`src/rtl/ram_dp_sweep.sv`:
```
// Simple-dual-port RAM with a built-in clear engine that fills every word with CLR_VALUE.
// Optional macro RAM_BYPASS_EN selects write-first behaviour on same-address read/write collisions.
module ram_dp_sweep #(
    parameter int                    DATA_WIDTH = 4,
    parameter int                    ADDR_WIDTH = 8,
    parameter logic [DATA_WIDTH-1:0] CLR_VALUE  = '0
) (
    input  logic                  clk,
    input  logic                  rst,
    input  logic                  clr,
    output logic                  busy,
    input  logic                  wr_en,
    input  logic [ADDR_WIDTH-1:0] wr_addr,
    input  logic [DATA_WIDTH-1:0] w_data,
    input  logic                  rd_en,
    input  logic [ADDR_WIDTH-1:0] rd_addr,
    output logic [DATA_WIDTH-1:0] r_data,
    output logic                  r_valid
);

    typedef enum logic {SWEEP, RUN} state_e;

    state_e                state_q, state_d;
    logic [ADDR_WIDTH-1:0] cnt_q, cnt_d;
    logic [DATA_WIDTH-1:0] r_data_q, r_data_d;
    logic                  r_valid_q, r_valid_d;

    logic [DATA_WIDTH-1:0] mem_q [2**ADDR_WIDTH];

    logic                  port_wr;
    logic                  port_rd;
    logic                  mem_we;
    logic [ADDR_WIDTH-1:0] mem_waddr;
    logic [DATA_WIDTH-1:0] mem_wdata;

    always_ff @(posedge clk or posedge rst) begin
        if (rst) begin
            state_q <= SWEEP;
            cnt_q   <= '0;
        end else begin
            state_q <= state_d;
            cnt_q   <= cnt_d;
        end
    end

    // A clear request always restarts the sweep from address 0, even mid-sweep.
    always_comb begin
        state_d = state_q;
        cnt_d   = cnt_q;
        case (state_q)
            SWEEP: begin
                if (clr) begin
                    cnt_d = '0;
                end else begin
                    cnt_d = cnt_q + 1'b1;
                    if (cnt_q == '1) begin
                        state_d = RUN;
                    end
                end
            end
            RUN: begin
                if (clr) begin
                    state_d = SWEEP;
                    cnt_d   = '0;
                end
            end
            default: begin
                state_d = SWEEP;
                cnt_d   = '0;
            end
        endcase
    end

    always_comb begin
        busy      = (state_q == SWEEP);
        port_wr   = (state_q == RUN) && !clr && wr_en;
        port_rd   = (state_q == RUN) && !clr && rd_en;
        mem_we    = busy || port_wr;
        mem_waddr = busy ? cnt_q : wr_addr;
        mem_wdata = busy ? CLR_VALUE : w_data;
    end

    always_comb begin
        r_data_d  = r_data_q;
        r_valid_d = port_rd;
        if (port_rd) begin
            r_data_d = mem_q[rd_addr];
`ifdef RAM_BYPASS_EN
            if (port_wr && (wr_addr == rd_addr)) begin
                r_data_d = w_data;
            end
`endif
        end
    end

    // The array itself is never reset; the sweep is what initialises it.
    always_ff @(posedge clk) begin
        if (mem_we) begin
            mem_q[mem_waddr] <= mem_wdata;
        end
    end

    always_ff @(posedge clk or posedge rst) begin
        if (rst) begin
            r_data_q  <= '0;
            r_valid_q <= 1'b0;
        end else begin
            r_data_q  <= r_data_d;
            r_valid_q <= r_valid_d;
        end
    end

    assign r_data  = r_data_q;
    assign r_valid = r_valid_q;

endmodule

```
`config.mk`:
```
export PLATFORM = sky130hd
export DESIGN_NAME = ram_dp_sweep
export DESIGN_NICKNAME = d
export VERILOG_FILES = /design/src/rtl/ram_dp_sweep.sv
export SDC_FILE = /design/constraint.sdc
export NUM_CORES = 1
export LEC_CHECK = 0
export ABC_AREA = 1
export CORE_UTILIZATION = 43
export DETAILED_ROUTE_END_ITERATION = 10
export HOLD_SLACK_MARGIN = 0.08
export SLEW_MARGIN = 20
export SYNTH_ARGS = -nofsm -noshare
export SYNTH_HDL_FRONTEND = slang
export SYNTH_SLANG_ARGS = --single-unit
```
`constraint.sdc`:
```
create_clock -name clk -period 4.64 [get_ports clk]
set_input_delay 1.16 -clock clk [delete_from_list [all_inputs] [get_ports clk]]
set_output_delay 1.16 -clock clk [all_outputs]
set_load 0.01 [all_outputs]
```
==> results.yml <==
cts:
  ctsResizeCount: 0
  root_buffer: "clkbuf_16"
  numCtsBuffers: 101
  tritoncts: "yes"
  cts_max_path_buffers: 3
  ctsHoldBuffers: 0
  insertion_delay_ps: 680
  cts_max_level: 3
  clk_pin_slew_ps: 60
  post_cts_buffers: 0
  cts.sink_count: 1038
synthesis:
  yosys.area.top_type: "edfxtp_1"
  synthArstFlopShare_pct: 1.35
  yosysWarnings: 0
  yosys-top-cells-area: "edfxtp_1 71%, nand3_1 12%, nand2_1 9.7%"
  synth_top_cell_area_share_pct: 71.4
  synth_nets: 3822
  yosysSeqAreaShare_pct: 72.2
  synth-seq-cells: 1038
  yosysMostFrequentCell: "nand2_1"
  netlist_instances: 3796
  synth_edf_count: 1024
  ys_top_cells_by_count: "1111 x nand2_1, 1024 x edfxtp_1, 1002 x nand3_1, 287 x nor2_1, 176 x buf_2"
  syn_avg_cell_area_um2: 11.3
  synthDistinctLibCells: 24
  synth-main-ff-cell: "edfxtp_1"
  syn-cell-area_um2: 43100
routing:
  wire_per_inst_um: 21.8
  first_pass_iters: 5
  num_vias: 28200
  drc: 0
  totalWireLength_um: 112000
  drtIter0Drc: 2719
  ant_nets: 0
  vias_per_cell: 5.51
critical_path:
  timing_worst_setup_path_type: "reg2out"
  crit_arrival_ps: 2070
  worst_setup_path_end_kind: "primary output"
  start_kind: "register"
  critPathMaxStageDelay_ps: 680
  worstPathRequired_ps: 3480
  path_cells: "inv_2, clkdlybuf4s50_1"
  crit_slowest_cell: "dfrtp_1"
  path_max_fanout: 15
timing:
  finalSetupViolations: 0
  tightest_slew_ps: 1040
  fmax_mhz: 309
  post-route-min-period_ps: 3230
  fin_setup_tns_ps: 0
  fin_crit_sh_pct: 69.7
  finClkSkew_ps: 36.0
  maxSlewViolCount: 0
  grt_setup_unrepaired: "false"
  hold_violations: 0
  slew_headroom_pct: 30.6
die:
  io_pins: 31
  initial_core_util_pct: 43.6
  rows: 115
  die_width_um: 319
  core-area_um2: 98900
  die_height_um: 319
  die_area_um2: 101000
job:
  drv_cap: 0
power:
  p_seq_share_pct: 53.0
  peakVddDrop_v: 0.000245
  clkPwrFrac_pct: 41.8
  power_density_nw_per_um2: 401
  p_leak_nw: 16.9
  power_switching_mw: 4.17
  switching_share_pct: 21.7
  cell_internal_pwr_mw: 15.0
  p_comb_share_pct: 5.2
placed_design:
  port_buffers: 30
  hpwlAfterDp_um: 62600
  routabilityCongestion: 0.826
  dpl_cell_area_um2: 44600
hold_path:
  hp-class: "reg2reg"
finish:
  fin_nets: 3772
  n_antenna_cell: 0
  drive_gt1_share_pct: 6.87
  nFillCells: 8697
  finish.utilization_pct: 48.4
  stdcell_area_um2: 47900
  area_delta_synth_final_pct: 11.1
global_routing:
  grt_pass1_wl_um: 168000
  antenna_found_initial: 0
  globalRouteOverflowTotal: 0
  grt_pass1_vias: 27600
  grt_usage_pct: 22.0
  grt_max_degree: 199
status:
  status: "complete, no violations"
==> worst paths after layout <==
kind | startpoint | endpoint | cells past startpoint | slack [ps]
worst max-delay path | state_q$_DFF_PP0_ | busy | 2 | 1410
worst min-delay path | cnt_q[3]$_DFFE_PP0P_ | cnt_q[3]$_DFFE_PP0P_ | 1 | 510
worst max register to register | state_q$_DFF_PP0_ | mem_q[239][2]$_DFFE_PP_ | 7 | 1530
worst min register to register | cnt_q[3]$_DFFE_PP0P_ | cnt_q[3]$_DFFE_PP0P_ | 1 | 510
max in group asynchronous | rst | cnt_q[4]$_DFFE_PP0P_ | 2 | 3340
min in group asynchronous | rst | cnt_q[1]$_DFFE_PP0P_ | 2 | 870
==> metal layers <==
layer  up-vias  track usage (%)  routed length [µm]
met4         0             7.27                3050
met3       168             2.99                7740
met2      1062             35.7               52800
li1      13200                -                   -
met1     13800             30.6               48200
met5         -                0                   0
==> flip-flops by register name (all words and copies together), names as in the netlist <==
| name | count |
|---|---|
| r_data | 4 |
| state_q | 1 |
| cnt_q | 8 |
| r_valid | 1 |
| mem_q | 1024 |
==> kinds of logic after synthesis <==
logic type / synth area share, %
AOI/OAI and AO/OA: 0.285
adders and majority gates: 0.0290
buffers and inverters: 3.23
DFF: 72.2
and+or+nand+nor: 24.3
==> cell type report <==
cell class	instances	area, µm²	area share, %
Sequential cell	1038	31100	65.0
Clock inverter	48	392	0.818
Clock buffer	138	2850	5.96
Timing Repair Buffer	104	1100	2.30
Multi-Input combinational cell	2447	10600	22.1
Tap cell	1287	1610	3.36
Inverter	54	235	0.491
==> worst max-delay path, delay by kind of cell, from the launching register on <==
family	cells	cell delay, ps
flops	1	680
buf+inv	2	740
==> through the flow <==
step / hold WS, ps / cells / total power, mW / worst slack [ps]
3_5_place_dp: 506 / 4930 / 11.4 / 908
3_3_place_gp: 501 / 4930 / 11.4 / 876
4_1_cts: 510 / 5116 / 19.3 / 1380
2_1_floorplan: 471 / 3796 / 11.0 / 945
6_report: 513 / 5116 / 19.2 / 1410
5_1_grt: 558 / 5116 / 19.7 / 1320
==> layout by cell type, fill, tap and decap left out, types with 14 or more instances in the layout <==
master           count
clkdlybuf4s50_1     25
nand3_1           1002
buf_4               55
nor2_1             287
nand2_1           1111
clkinv_2            22
clkbuf_16          105
inv_1               40
edfxtp_1          1024
buf_12              20
clkbuf_1            23
clkinv_1            16
dfrtp_1             14
==> power by group through the flow <==
stage	Sequential [mW]	Combinational, mW	Clock, mW
after floorplan	10.4	0.632	0
after global placement	10.4	0.980	0
after detailed placement	10.4	0.985	0
after CTS	10.2	0.987	8.11
after global routing	10.2	1.08	8.45
final	10.2	0.993	8.02
Power figures use the tool's default switching activity.
